`src/rtl/home_pkg.sv`:
```
// Shared keypad / door-lock definitions: key codes, FSM state encoding and
// sizing helpers used by keypad_entry and its accumulator.
package home_pkg;

  localparam int unsigned PW_W_DEF = 17;
  localparam int unsigned CNT_W    = 3;

  localparam logic [3:0] KEY_CLEAR  = 4'hA;
  localparam logic [3:0] KEY_ENTER  = 4'hB;
  localparam logic [3:0] KEY_CHANGE = 4'hC;

  typedef enum logic [2:0] {
    ST_IDLE,
    ST_ENTRY,
    ST_CHG_OLD,
    ST_CHG_NEW,
    ST_PRESENT,
    ST_WAIT_RESP,
    ST_LOCKED
  } kp_state_t;

  function automatic logic is_digit(input logic [3:0] code);
    return code <= 4'd9;
  endfunction

  function automatic int unsigned max2(input int unsigned a, input int unsigned b);
    return (a > b) ? a : b;
  endfunction

endpackage

```
`src/rtl/keypad_digit_acc.sv`:
```
// Decimal multiply-add accumulator: acc = acc*10 + digit, with a digit counter
// that saturates at MAX_DIGITS (extra digits are dropped).
module keypad_digit_acc
  import home_pkg::*;
#(
  parameter int unsigned MAX_DIGITS = 5,
  parameter int unsigned PW_W       = PW_W_DEF
) (
  input  logic             clk,
  input  logic             rst,
  input  logic             clear,
  input  logic             load,
  input  logic [3:0]       digit,
  output logic [PW_W-1:0]  acc,
  output logic [CNT_W-1:0] count
);

  localparam logic [PW_W-1:0] TEN = PW_W'(10);

  logic [PW_W-1:0]  acc_q;
  logic [CNT_W-1:0] count_q;
  logic             room;

  assign room = count_q < CNT_W'(MAX_DIGITS);

  always_ff @(posedge clk or posedge rst) begin
    if (rst) begin
      acc_q   <= '0;
      count_q <= '0;
    end else if (clear) begin
      acc_q   <= '0;
      count_q <= '0;
    end else if (load && room) begin
      acc_q   <= acc_q * TEN + PW_W'(digit);
      count_q <= count_q + 1'b1;
    end
  end

  assign acc   = acc_q;
  assign count = count_q;

endmodule

```
`src/rtl/keypad_entry.sv`:
```
// Keypad front-end for the smart_home door-lock path: builds password words,
// presents them with rs/e button levels. Failed-attempt lockout is enabled by
// defining KEYPAD_LOCKOUT_EN.
module keypad_entry
  import home_pkg::*;
#(
  parameter int unsigned MAX_DIGITS  = 5,
  parameter int unsigned PW_W        = PW_W_DEF,
  parameter int unsigned TIMEOUT_CYC = 1000,
  parameter int unsigned E_HOLD      = 4,
  parameter int unsigned RESP_WAIT   = 8,
  parameter int unsigned MAX_FAIL    = 3,
  parameter int unsigned LOCKOUT_CYC = 5000
) (
  input  logic            clk,
  input  logic            rst,
  input  logic            key_valid,
  input  logic [3:0]      key_code,
  input  logic            unlock,
  output logic [PW_W-1:0] in_password,
  output logic [PW_W-1:0] change_password,
  output logic            rs_button,
  output logic            e_button,
  output logic            busy,
  output logic            locked,
  output logic [2:0]      digit_count
);

  // One cycle timer is shared by every timed state; it clears on each state change.
  localparam int unsigned TMR_MAX = max2(max2(TIMEOUT_CYC, E_HOLD), max2(RESP_WAIT, LOCKOUT_CYC));
  localparam int unsigned TMR_W   = $clog2(TMR_MAX + 1);

  kp_state_t        state_q, state_d;
  logic [TMR_W-1:0] tmr_q;
  logic [PW_W-1:0]  acc;
  logic [CNT_W-1:0] digit_cnt;
  logic             acc_clear, acc_load, key_taken;
  logic             pw_load, cpw_load, rs_set, rs_clr;
  logic             fail_clr, fail_inc;
  logic             rs_q;

`ifdef KEYPAD_LOCKOUT_EN
  localparam int unsigned FAIL_W = $clog2(MAX_FAIL + 1);
  logic [FAIL_W-1:0] fail_cnt_q;
  logic              seen_q;
`else
  localparam int unsigned unused_max_fail = MAX_FAIL;
  logic unused_unlock;
  assign unused_unlock = unlock;
`endif

  keypad_digit_acc #(
    .MAX_DIGITS(MAX_DIGITS),
    .PW_W      (PW_W)
  ) u_acc (
    .clk  (clk),
    .rst  (rst),
    .clear(acc_clear),
    .load (acc_load),
    .digit(key_code),
    .acc  (acc),
    .count(digit_cnt)
  );

  always_comb begin
    state_d   = state_q;
    acc_clear = 1'b0;
    acc_load  = 1'b0;
    key_taken = 1'b0;
    pw_load   = 1'b0;
    cpw_load  = 1'b0;
    rs_set    = 1'b0;
    rs_clr    = 1'b0;
    fail_clr  = 1'b0;
    fail_inc  = 1'b0;
    case (state_q)
      ST_IDLE: begin
        if (key_valid && is_digit(key_code)) begin
          acc_load  = 1'b1;
          key_taken = 1'b1;
          state_d   = ST_ENTRY;
        end else if (key_valid && key_code == KEY_CHANGE) begin
          key_taken = 1'b1;
          state_d   = ST_CHG_OLD;
        end
      end
      ST_ENTRY, ST_CHG_OLD, ST_CHG_NEW: begin
        // Accepted keys take priority over a same-cycle timeout.
        if (key_valid && is_digit(key_code)) begin
          acc_load  = 1'b1;
          key_taken = 1'b1;
        end else if (key_valid && key_code == KEY_CLEAR) begin
          acc_clear = 1'b1;
          key_taken = 1'b1;
          state_d   = ST_IDLE;
        end else if (key_valid && key_code == KEY_ENTER && digit_cnt != '0) begin
          key_taken = 1'b1;
          acc_clear = 1'b1;
          if (state_q == ST_ENTRY) begin
            pw_load = 1'b1;
            rs_clr  = 1'b1;
            state_d = ST_PRESENT;
          end else if (state_q == ST_CHG_OLD) begin
            pw_load = 1'b1;
            state_d = ST_CHG_NEW;
          end else begin
            cpw_load = 1'b1;
            rs_set   = 1'b1;
            state_d  = ST_PRESENT;
          end
        end else if (tmr_q == TMR_W'(TIMEOUT_CYC - 1)) begin
          acc_clear = 1'b1;
          state_d   = ST_IDLE;
        end
      end
      ST_PRESENT: begin
        if (tmr_q == TMR_W'(E_HOLD - 1)) begin
          rs_clr = 1'b1;
`ifdef KEYPAD_LOCKOUT_EN
          state_d = rs_q ? ST_IDLE : ST_WAIT_RESP;
`else
          state_d = ST_IDLE;
`endif
        end
      end
`ifdef KEYPAD_LOCKOUT_EN
      ST_WAIT_RESP: begin
        if (tmr_q == TMR_W'(RESP_WAIT - 1)) begin
          if (seen_q || unlock) begin
            fail_clr = 1'b1;
            state_d  = ST_IDLE;
          end else begin
            fail_inc = 1'b1;
            state_d  = (fail_cnt_q >= FAIL_W'(MAX_FAIL - 1)) ? ST_LOCKED : ST_IDLE;
          end
        end
      end
      ST_LOCKED: begin
        if (tmr_q == TMR_W'(LOCKOUT_CYC - 1)) begin
          fail_clr = 1'b1;
          state_d  = ST_IDLE;
        end
      end
`endif
      default: state_d = ST_IDLE;
    endcase
  end

  always_ff @(posedge clk or posedge rst) begin
    if (rst) begin
      state_q         <= ST_IDLE;
      tmr_q           <= '0;
      in_password     <= '0;
      change_password <= '0;
      rs_q            <= 1'b0;
    end else begin
      state_q <= state_d;
      if (state_d != state_q || key_taken || state_q == ST_IDLE)
        tmr_q <= '0;
      else
        tmr_q <= tmr_q + 1'b1;
      if (pw_load)
        in_password <= acc;
      if (cpw_load)
        change_password <= acc;
      if (rs_set)
        rs_q <= 1'b1;
      else if (rs_clr)
        rs_q <= 1'b0;
    end
  end

`ifdef KEYPAD_LOCKOUT_EN
  always_ff @(posedge clk or posedge rst) begin
    if (rst) begin
      fail_cnt_q <= '0;
      seen_q     <= 1'b0;
    end else begin
      if (fail_clr)
        fail_cnt_q <= '0;
      else if (fail_inc && fail_cnt_q < FAIL_W'(MAX_FAIL))
        fail_cnt_q <= fail_cnt_q + 1'b1;
      seen_q <= (state_q == ST_WAIT_RESP) && state_d == ST_WAIT_RESP && (seen_q || unlock);
    end
  end

  assign busy   = state_q == ST_PRESENT || state_q == ST_WAIT_RESP || state_q == ST_LOCKED;
  assign locked = state_q == ST_LOCKED;
`else
  wire unused_fail = fail_clr | fail_inc;
  assign busy   = state_q == ST_PRESENT;
  assign locked = 1'b0;
`endif

  assign rs_button   = rs_q;
  assign e_button    = state_q == ST_PRESENT;
  assign digit_count = digit_cnt;

endmodule

```
`config.mk`:
```
export PLATFORM = sky130hd
export DESIGN_NAME = keypad_entry
export DESIGN_NICKNAME = d
export VERILOG_FILES = /design/src/rtl/home_pkg.sv /design/src/rtl/keypad_digit_acc.sv /design/src/rtl/keypad_entry.sv
export SDC_FILE = /design/constraint.sdc
export NUM_CORES = 1
export LEC_CHECK = 0
export CAP_MARGIN = 20
export CORE_MARGIN = 5
export CORE_UTILIZATION = 52
export CTS_BUF_LIST = sky130_fd_sc_hd__clkbuf_16
export DETAILED_ROUTE_END_ITERATION = 12
export PLACE_DENSITY = 0.78
export SYNTH_ARGS = -nofsm -noshare
export SYNTH_HDL_FRONTEND = slang
export SYNTH_SLANG_ARGS = --single-unit
export TNS_END_PERCENT = 100
```
`constraint.sdc`:
```
create_clock -name clk -period 8.9 [get_ports clk]
set_clock_uncertainty 0.15 [all_clocks]
set_input_delay 1.78 -clock clk [delete_from_list [all_inputs] [get_ports clk]]
set_output_delay 1.78 -clock clk [all_outputs]
set_load 0.01 [all_outputs]
```
==> impl_metrics.csv, run 1 <==
group,metric,value,unit
floorplan,rows,33,
floorplan,coreArea,8130,um2
clock_network,cts_buffers,9,
routing,ant_nets,0,
sta,grt_setup_unrepaired,"false",
hold_path,min_path_type,"flop to flop",
yosys,yosys.cell_types.count,66,
clock_network,clock_path_buffers,2,
placed_design,port_buffers,46,
flow_run,cap_violations,0,
global_routing,track_usage,19.9,%
clock_network,clk_latency,0.33,ns
sta,finalSetupViolations,0,
routing,drc,0,
setup_path,worstReg2RegEnd,"u_acc.acc[16]$_DFFE_PP0P_",
final_layout,drive_gt1_share,15.1,%
yosys,seq_area_frac_synth,41.4,%
yosys,synthCells,411,
sta,hold_violations,0,
setup_path,cp_max_fo,4,
global_routing,antenna_found_initial,0,
floorplan,die_area,10200,um2
placed_design,dpl.cell_count,545,
routing,first_pass_iters,4,
sta,maxSlewViolCount,0,
power_and_ir_drop,vdd_ir_drop_max,0.148,mV
routing,avgViaCountPerCell,5.83,
clock_network,holdBufCountCts,0,
yosys,syn_area_per_cell,10.4,um2
sta,setup_tns,0,ns
routing,routedWlPerCell,16.8,um
placed_design,gp_congestion,0.823,
setup_path,r2r-start,"u_acc.acc[1]$_DFFE_PP0P_",
yosys,yosys_warnings,0,
setup_path,crit_required,8.96,ns
clock_network,htree_levels,3,
yosys,synth_edf_count,0,
clock_network,clock_sinks,71,
yosys,async_reset_ff_share,100,%
placed_design,dp_hpwl,6660,um
clock_network,cts_root_buffer,"clkbuf_16",
power_and_ir_drop,p_leak,0.00233,uW
routing,vias,3269,
floorplan,die_w,101,um
sta,fin_ws,4.73,ns
yosys,synth-seq-cells,71,
placed_design,place_ws,4.38,ns
yosys,syn_nets,452,
final_layout,syn2layout_area_growth,19.1,%
setup_path,cp-end-kind,"flop",
clock_network,cts.reportedPaths.clkPinSlew,0.06,ns
setup_path,reg2reg_slack,5.30,ns
sta,fin_crit,4.17,ns
power_and_ir_drop,powerDensity,354,nW/um2
global_routing,grt_pass1_wl,16200,um
global_routing,grt_max_degree,72,
routing,first_iter_violations,124,
clock_network,cts_resized,0,
yosys,synth_ff_type,"dfrtp_1",
global_routing,grt_pass1_vias,3326,
clock_network,post_cts_buffers,0,
hold_path,holdCritStartpoint,"tmr_q[0]$_DFF_PP0_",
hold_path,whs_endpoint,"tmr_q[0]$_DFF_PP0_",
routing,routed_wl,9420,um
setup_path,reg2reg_depth,11,
sta,worst_pin_slew,0.859,ns
sta,maxSlewHeadroom,42.6,%
final_layout,n_fill_cell,636,
sta,post-route-period-util,46.8,%
outcome,status,"complete, no violations",
floorplan,die_y,101,um
setup_path,path_class,"input pin to flop",
final_layout,final_cells,561,
setup_path,arrival,4.23,ns
floorplan,initial_core_util,52.7,%
yosys,synth_area,4290,um2
hold_path,worstHoldPathCells,1,
global_routing,grt.overflow.total,0,
floorplan,io_pins,49,
setup_path,startpoint_type,"input pin",
sta,fmax,240,MHz
clock_network,tritoncts,"yes",
final_layout,antennaDiodeCount,0,
final_layout,final_nets,492,
-- critical path: stages --
cell	delay (ns)
clkdlybuf4s50_1	0.49
ha_1	0.39
and3b_1	0.18
a32oi_1	0.09
nor4b_2	0.47
nor2b_1	0.17
and4_1	0.26
a311oi_1	0.11
a221o_1	0.29
-- worst max-delay path by stage --
stage,start,endpoint,slack [ns],cells past startpoint
finish,key_code[3],u_acc.acc[16]$_DFFE_PP0P_,4.73,9
global route,key_code[3],u_acc.acc[16]$_DFFE_PP0P_,4.57,9
CTS,key_code[3],u_acc.acc[16]$_DFFE_PP0P_,4.74,9
detailed placement,key_code[3],u_acc.acc[16]$_DFFE_PP0P_,4.38,9
global placement,key_code[3],u_acc.acc[16]$_DFFE_PP0P_,4.44,9
floorplan,key_code[3],u_acc.acc[16]$_DFFE_PP0P_,5.15,8
-- sequential cells by signal, indices dropped and copies added, names as in the netlist --
name,count
u_acc.count,3
rs_button,1
u_acc.acc,17
tmr_q,13
state_q,3
change_password,17
in_password,17
-- routing by layer --
layer | wire, um | share of wire, % | GRT usage (%)
met5 | 0 | 0 | 0
met4 | 225 | 2.4 | 9.33
met3 | 457 | 4.9 | 3.67
met2 | 4690 | 50 | 32.7
met1 | 4040 | 43 | 25.3
-- final cells by class --
type	count	area (um2)	share of cell area (%)
Multi-Input combinational cell	309	2370	46.4
Sequential cell	71	1780	34.8
Timing Repair Buffer	47	468	9.16
Clock buffer	9	225	4.41
Tap cell	105	131	2.57
Clock inverter	7	88.8	1.74
Inverter	13	48.8	0.956
-- cells in the mapped netlist (3+ instances only) --
| cell | number | area share, % |
|---|---|---|
| a31oi_1 | 3 | 0.44 |
| xor2_1 | 13 | 2.7 |
| o211ai_1 | 4 | 0.70 |
| nor2_1 | 34 | 3.0 |
| clkbuf_1 | 5 | 0.44 |
| xnor2_1 | 25 | 5.1 |
| and3_1 | 5 | 0.73 |
| mux2_2 | 35 | 9.2 |
| a21o_1 | 5 | 0.88 |
| inv_1 | 13 | 1.1 |
| dfrtp_1 | 71 | 41 |
| nor2b_1 | 4 | 0.58 |
| a22o_1 | 6 | 1.2 |
| buf_2 | 9 | 1.1 |
| nand3_1 | 9 | 1.1 |
| nand2_1 | 34 | 3.0 |
| ha_1 | 31 | 9.0 |
| o21ai_0 | 20 | 2.3 |
| nand4_1 | 3 | 0.44 |
| o21a_1 | 3 | 0.53 |
| a21oi_1 | 10 | 1.2 |
| nor3_1 | 9 | 1.1 |
-- cells in the final DEF, fill, tap and decap left out, types with 9 or more instances in the layout --
master	netlist	routed
clkbuf_16	0	9
nand2_1	34	34
o21ai_0	20	20
ha_1	31	31
xor2_1	13	13
nor3_1	9	9
dfrtp_1	71	71
xnor2_1	25	25
a21oi_1	10	10
nor2_1	34	34
mux2_2	35	35
nand3_1	9	9
clkdlybuf4s50_1	0	46
inv_1	13	13
-- stage by stage --
stage	hold slack (ns)	total power (uW)	cell area, um2	util (%)
6_report	0.343	1810	5110	62.8
3_5_place_dp	0.334	1420	4790	58.9
4_1_cts	0.342	1810	5110	62.8
3_3_place_gp	0.324	1370	4790	58.9
5_1_grt	0.360	1940	5110	62.8
2_1_floorplan	0.300	1160	4290	-
-- kinds of logic after synthesis --
| group | after synthesis | synth area share, % |
|---|---|---|
| compound gates | 82 | 14.0 |
| xor+xnor | 38 | 7.76 |
| fa+ha+maj | 33 | 9.98 |
| buf+inv | 31 | 3.36 |
| flops | 71 | 41.4 |
| mux | 36 | 9.43 |
| other cells | 1 | 0.0875 |
| simple gates | 119 | 14.0 |
-- report_power, final --
| group | internal, uW | switching (uW) |
|---|---|---|
| combinational | 426 | 496 |
| clock | 243 | 136 |
| sequential | 409 | 95.5 |
Power figures use the tool's default switching activity.
==> inputs of run 2 (changes only) <==
--- a/config.mk
+++ b/config.mk
@@ -7,10 +7,10 @@
 export LEC_CHECK = 0
 export CAP_MARGIN = 20
 export CORE_MARGIN = 5
-export CORE_UTILIZATION = 52
+export CORE_UTILIZATION = 51
 export CTS_BUF_LIST = sky130_fd_sc_hd__clkbuf_16
 export DETAILED_ROUTE_END_ITERATION = 12
-export PLACE_DENSITY = 0.78
+export PLACE_DENSITY = 0.79
 export SYNTH_ARGS = -nofsm -noshare
 export SYNTH_HDL_FRONTEND = slang
 export SYNTH_SLANG_ARGS = --single-unit
==> constraint.sdc (replaced) <==
create_clock -name clk -period 3.5 [get_ports clk]
set_clock_uncertainty 0.15 [all_clocks]
set_input_delay 0.7 -clock clk [delete_from_list [all_inputs] [get_ports clk]]
set_output_delay 0.7 -clock clk [all_outputs]
set_load 0.01 [all_outputs]
==> run 2 against run 1 <==
  * Flip-flop and latch count unchanged
  * Total power grew to 2.5 times the previous value
  * Sequential share of layout area shrank 0.59 points
  * Global-route usage shrank 0.84 points
  * Via count grew 1.2%
  * Clock power increased by 130%
  * Highest routed layer unchanged
==> impl_metrics.csv, run 2 (synthesis gave the netlist of run 1 again) <==
group,metric,value,unit
power_and_ir_drop,powerDensity,873,nW/um2
setup_path,path_class,"flop to flop",
global_routing,grt.overflow.total,0,
global_routing,track_usage,19.0,%
sta,setup_tns,0,ns
routing,avgViaCountPerCell,5.76,
setup_path,cpPeakStageDelay,0.44,ns
sta,fin_ws,0.216,ns
floorplan,rows,33,
hold_path,min_path_type,"flop to flop",
sta,worst_pin_slew,0.566,ns
sta,fmax,305,MHz
final_layout,regArea,1780,um2
setup_path,crit_chain,"ha_1 -> ha_1 -> inv_1 -> fa_1 -> and2b_1 -> buf_4 -> o21a_4 -> a21oi_1 -> o221ai_1 -> and4_1 -> a311oi_1 -> a221o_1",
placed_design,port_buffers,46,
final_layout,final_cell_area,5190,um2
power_and_ir_drop,vdd_ir_drop_max,0.456,mV
clock_network,cts.reportedPaths.clkPinSlew,0.06,ns
setup_path,crit_cells,12,
final_layout,drive_gt1_share,17.9,%
final_layout,multi_input_area,2370,um2
power_and_ir_drop,p_leak,0.00238,uW
global_routing,grt_pass1_vias,3203,
setup_path,cp-end-kind,"flop",
outcome,status,"complete, no violations",
clock_network,cts_root_buffer,"clkbuf_16",
clock_network,post_cts_buffers,0,
clock_network,clock_sinks,71,
clock_network,cts_buffers,9,
setup_path,arrival,3.35,ns
sta,finalSetupViolations,0,
routing,first_iter_violations,97,
sta,grt_setup_unrepaired,"false",
sta,fin_crit,3.28,ns
final_layout,n_fill_cell,643,
placed_design,place_ws,0.189,ns
floorplan,die_area,10300,um2
final_layout,layout_commonest_cell,"dfrtp_1",
setup_path,reg2reg_slack,0.22,ns
clock_network,clk_latency,0.33,ns
setup_path,cp_max_fo,5,
final_layout,antennaDiodeCount,0,
setup_path,r2r-start,"u_acc.acc[3]$_DFFE_PP0P_",
setup_path,endpoint,"u_acc.acc[16]$_DFFE_PP0P_",
floorplan,die_w,102,um
setup_path,critical_path.top_delay_family,"compound AO/OA/AOI/OAI gates",
global_routing,antenna_found_initial,0,
floorplan,io_pins,49,
routing,ant_nets,0,
routing,routedWlPerCell,16.2,um
sta,hold_violations,0,
final_layout,final_nets,505,
clock_network,htree_levels,3,
sta,maxSlewViolCount,0,
setup_path,crit_required,3.57,ns
floorplan,coreArea,8220,um2
floorplan,die_y,102,um
placed_design,gp_congestion,0.864,
placed_design,placed_cell_area,4900,um2
setup_path,crit_start,"u_acc.acc[3]$_DFFE_PP0P_",
flow_run,cap_violations,0,
setup_path,crit_slowest_cell,"dfrtp_1",
global_routing,grt_pass1_wl,15600,um
final_layout,syn2layout_area_growth,21.2,%
routing,routed_wl,9290,um
routing,vias,3307,
setup_path,worstReg2RegEnd,"u_acc.acc[16]$_DFFE_PP0P_",
setup_path,reg2reg_depth,12,
routing,first_pass_iters,5,
setup_path,path_buf_inv,2,
final_layout,final_cell_mix,"dfrtp_1 (71), clkdlybuf4s50_1 (46), mux2_2 (35), nand2_1 (34), nor2_1 (34)",
placed_design,dp_hpwl,6910,um
floorplan,initial_core_util,52.2,%
sta,maxSlewHeadroom,62.1,%
setup_path,startpoint_type,"flop",
setup_path,crit_top_cell,"ha_1",
routing,drc,0,
sta,post-route-period-util,93.8,%
clock_network,tritoncts,"yes",
clock_network,clock_path_buffers,2,
global_routing,grt_max_degree,28,
-- run 2: changes by cell type in the layout (fill, tap and decap cells not counted), sizes merged --
cell	before	now
buf	1	14
bufinv	2	0
clkinv	2	1
inv	14	17
-- run 2: what timing repair did --
item / 4_1_cts / 5_1_grt
hold buffers: 0 / 0
endpoints found under the setup margin: 0 / 1
gates resized for setup: 0 / 1
-- run 2: worst min-delay path by stage --
stage | cells past startpoint | slack (ns) | from | endpoint
final | 1 | 0.33 | tmr_q[0]$_DFF_PP0_ | tmr_q[0]$_DFF_PP0_
after global routing | 1 | 0.35 | tmr_q[0]$_DFF_PP0_ | tmr_q[0]$_DFF_PP0_
after CTS | 1 | 0.33 | tmr_q[0]$_DFF_PP0_ | tmr_q[0]$_DFF_PP0_
after detailed placement | 1 | 0.33 | tmr_q[0]$_DFF_PP0_ | tmr_q[0]$_DFF_PP0_
after global placement | 1 | 0.32 | tmr_q[0]$_DFF_PP0_ | tmr_q[0]$_DFF_PP0_
after floorplan | 1 | 0.30 | tmr_q[0]$_DFF_PP0_ | tmr_q[0]$_DFF_PP0_
-- run 2: power by group --
group | internal [uW] | switching, uW | total, uW
clock | 493 | 378 | 871
combinational | 1130 | 1250 | 2380
sequential | 1040 | 238 | 1280
-- run 2: worst register-to-register path, delay by kind of cell, from the launching register on --
| kind | cells | cell delay, ns |
|---|---|---|
| buf+inv | 2 | 0.21 |
| flops | 1 | 0.44 |
| simple gates | 2 | 0.57 |
| compound gates | 5 | 0.92 |
| fa+ha+maj | 3 | 0.88 |
-- run 2: cell type report --
| type | instances | area share [%] |
|---|---|---|
| clock inverter | 7 | 1.18 |
| sequential | 71 | 34.2 |
| inverter | 13 | 0.939 |
| tap | 105 | 2.53 |
| timing repair buffer | 60 | 11.1 |
| clock buffer | 9 | 4.34 |
| multi-input combinational | 309 | 45.7 |
-- run 2: per-stage QoR --
step,total power [uW],instances,hold slack (ns),utilization [%]
3_5_place_dp,3640,558,0.327,59.7
6_report,4530,574,0.331,63.2
5_1_grt,4870,574,0.353,63.2
2_1_floorplan,2960,411,0.300,-
3_3_place_gp,3530,558,0.325,59.7
4_1_cts,4550,574,0.335,63.1
-- run 2: routing by layer --
layer	vias up	part of all wire [%]	wire (um)	global-route usage [%]
met5	-	0	0	0
met4	0	0.71	66	4.60
met3	5	4.1	380	4.20
met2	72	49	4560	31.8
met1	1645	46	4280	25.3
li1	1585	-	-	-
==> inputs of run 3 (changes only) <==
--- a/config.mk
+++ b/config.mk
@@ -8,7 +8,7 @@
 export CAP_MARGIN = 20
 export CORE_MARGIN = 5
 export CORE_UTILIZATION = 51
-export CTS_BUF_LIST = sky130_fd_sc_hd__clkbuf_16
+export CTS_CLUSTER_DIAMETER = 60
 export DETAILED_ROUTE_END_ITERATION = 12
 export PLACE_DENSITY = 0.79
 export SYNTH_ARGS = -nofsm -noshare
==> run 3 against run 2 <==
  * Global-route usage fell by 0.24 points
  * Cell count did not move
  * Count of clock-buffer cells in the layout did not move
  * Highest routed layer unchanged
==> impl_metrics.csv, run 3 (synthesis gave the netlist of run 1 again) <==
group,metric,value,unit
outcome,status,"complete, no violations",
power_and_ir_drop,totalPowerFinal,4270,uW
floorplan,rows,33,
floorplan,die_w,102,um
power_and_ir_drop,powerDensity,838,nW/um2
routing,routedWlPerCell,16.0,um
setup_path,reg2reg_depth,12,
power_and_ir_drop,p_leak,0.00234,uW
floorplan,die_area,10300,um2
global_routing,antenna_found_initial,0,
routing,ant_nets,0,
clock_network,htree_levels,3,
final_layout,final_cell_mix,"dfrtp_1 (71), clkdlybuf4s50_1 (46), mux2_2 (35), nand2_1 (34), nor2_1 (34)",
final_layout,final_nets,505,
flow_run,cap_violations,0,
sta,grt_setup_unrepaired,"false",
floorplan,io_pins,49,
sta,setup_tns,0,ns
final_layout,n_fill_cell,656,
global_routing,grt_pass1_wl,15400,um
global_routing,track_usage,18.8,%
floorplan,initial_core_util,52.2,%
global_routing,grt_pass1_vias,3184,
global_routing,grt_max_degree,28,
routing,routed_wl,9200,um
sta,hold_violations,0,
clock_network,tritoncts,"yes",
clock_network,cts_root_buffer,"clkbuf_8",
final_layout,layout_commonest_cell,"dfrtp_1",
setup_path,cp-end-kind,"flop",
clock_network,clock_sinks,71,
sta,post-route-period-util,94.2,%
routing,vias,3329,
placed_design,dp_hpwl,6910,um
final_layout,postLayoutCoreUtil,62.0,%
final_layout,antennaDiodeCount,0,
routing,first_iter_violations,88,
clock_network,cts_buffers,9,
routing,first_pass_iters,4,
setup_path,startpoint_type,"flop",
power_and_ir_drop,vdd_ir_drop_max,0.449,mV
sta,worst_pin_slew,0.569,ns
sta,finalSetupViolations,0,
sta,fmax,303,MHz
placed_design,gp_congestion,0.864,
setup_path,worstReg2RegEnd,"u_acc.acc[16]$_DFFE_PP0P_",
clock_network,clk_latency,0.35,ns
floorplan,coreArea,8220,um2
setup_path,crit_required,3.59,ns
setup_path,r2r-start,"u_acc.acc[3]$_DFFE_PP0P_",
global_routing,grt.overflow.total,0,
floorplan,die_y,102,um
setup_path,cp_max_fo,5,
setup_path,crit_start,"u_acc.acc[3]$_DFFE_PP0P_",
clock_network,clock_path_buffers,2,
setup_path,arrival,3.39,ns
final_layout,syn2layout_area_growth,18.8,%
sta,maxSlewViolCount,0,
sta,fin_crit,3.30,ns
setup_path,endpoint,"u_acc.acc[16]$_DFFE_PP0P_",
hold_path,min_path_type,"flop to flop",
clock_network,cts.reportedPaths.clkPinSlew,0.09,ns
routing,avgViaCountPerCell,5.80,
placed_design,port_buffers,46,
routing,drc,0,
setup_path,reg2reg_slack,0.20,ns
sta,maxSlewHeadroom,62.0,%
setup_path,path_class,"flop to flop",
final_layout,drive_gt1_share,17.9,%
## run 3: critical path, stage by stage (launching register included)
cell	delay, ns
dfrtp_1	0.44
ha_1	0.31
ha_1	0.18
inv_1	0.06
fa_1	0.40
and2b_1	0.28
buf_4	0.15
o21a_4	0.16
a21oi_1	0.07
o221ai_1	0.31
and4_1	0.30
a311oi_1	0.10
a221o_1	0.28
## run 3: what timing repair did
action / CTS / global route
resized for setup: 0 / 1
setup endpoints to repair: 0 / 1
setup buffers: 0 / 0
hold buffers: 0 / 0
## run 3: metal layers
layer / up-vias / routed length (um) / track usage (%)
li1: 1584 / - / -
met5: - / 0 / 0
met3: 14 / 385 / 4.61
met4: 0 / 131 / 5.42
met1: 1656 / 4240 / 25.4
met2: 75 / 4440 / 30.1
## run 3: power by group
part	total, uW	internal, uW	switching [uW]
logic	2380	1130	1250
registers	1270	1040	237
clock network	615	270	345
## run 3: area by class of cell
type / count / area [um2] / share of cell area (%)
clock inverters: 7 / 61.3 / 1.20
inverters: 13 / 48.8 / 0.958
repair buffers: 60 / 578 / 11.3
multi-input cells: 309 / 2370 / 46.6
clock buffers: 9 / 124 / 2.43
well taps: 105 / 131 / 2.58
flip-flops and latches: 71 / 1780 / 34.9
## run 3: worst min-delay path by stage
| stage | from | endpoint | slack [ns] | depth (start not counted) |
|---|---|---|---|---|
| after global placement | tmr_q[0]$_DFF_PP0_ | tmr_q[0]$_DFF_PP0_ | 0.32 | 1 |
| after detailed placement | tmr_q[0]$_DFF_PP0_ | tmr_q[0]$_DFF_PP0_ | 0.33 | 1 |
| after CTS | tmr_q[0]$_DFF_PP0_ | tmr_q[0]$_DFF_PP0_ | 0.34 | 1 |
| after floorplan | tmr_q[0]$_DFF_PP0_ | tmr_q[0]$_DFF_PP0_ | 0.30 | 1 |
| final | tmr_q[0]$_DFF_PP0_ | tmr_q[0]$_DFF_PP0_ | 0.33 | 1 |
| after global routing | tmr_q[0]$_DFF_PP0_ | tmr_q[0]$_DFF_PP0_ | 0.36 | 1 |
## run 3: through the flow
step                      hold slack (ns)  area [um2]  cells  worst slack (ns)
after floorplan                     0.300        4290    411             0.332
after global placement              0.325        4900    558             0.260
after detailed placement            0.327        4900    558             0.189
after CTS                           0.338        5090    574             0.166
after global routing                0.356        5090    574            0.0799
final                               0.334        5090    574             0.202
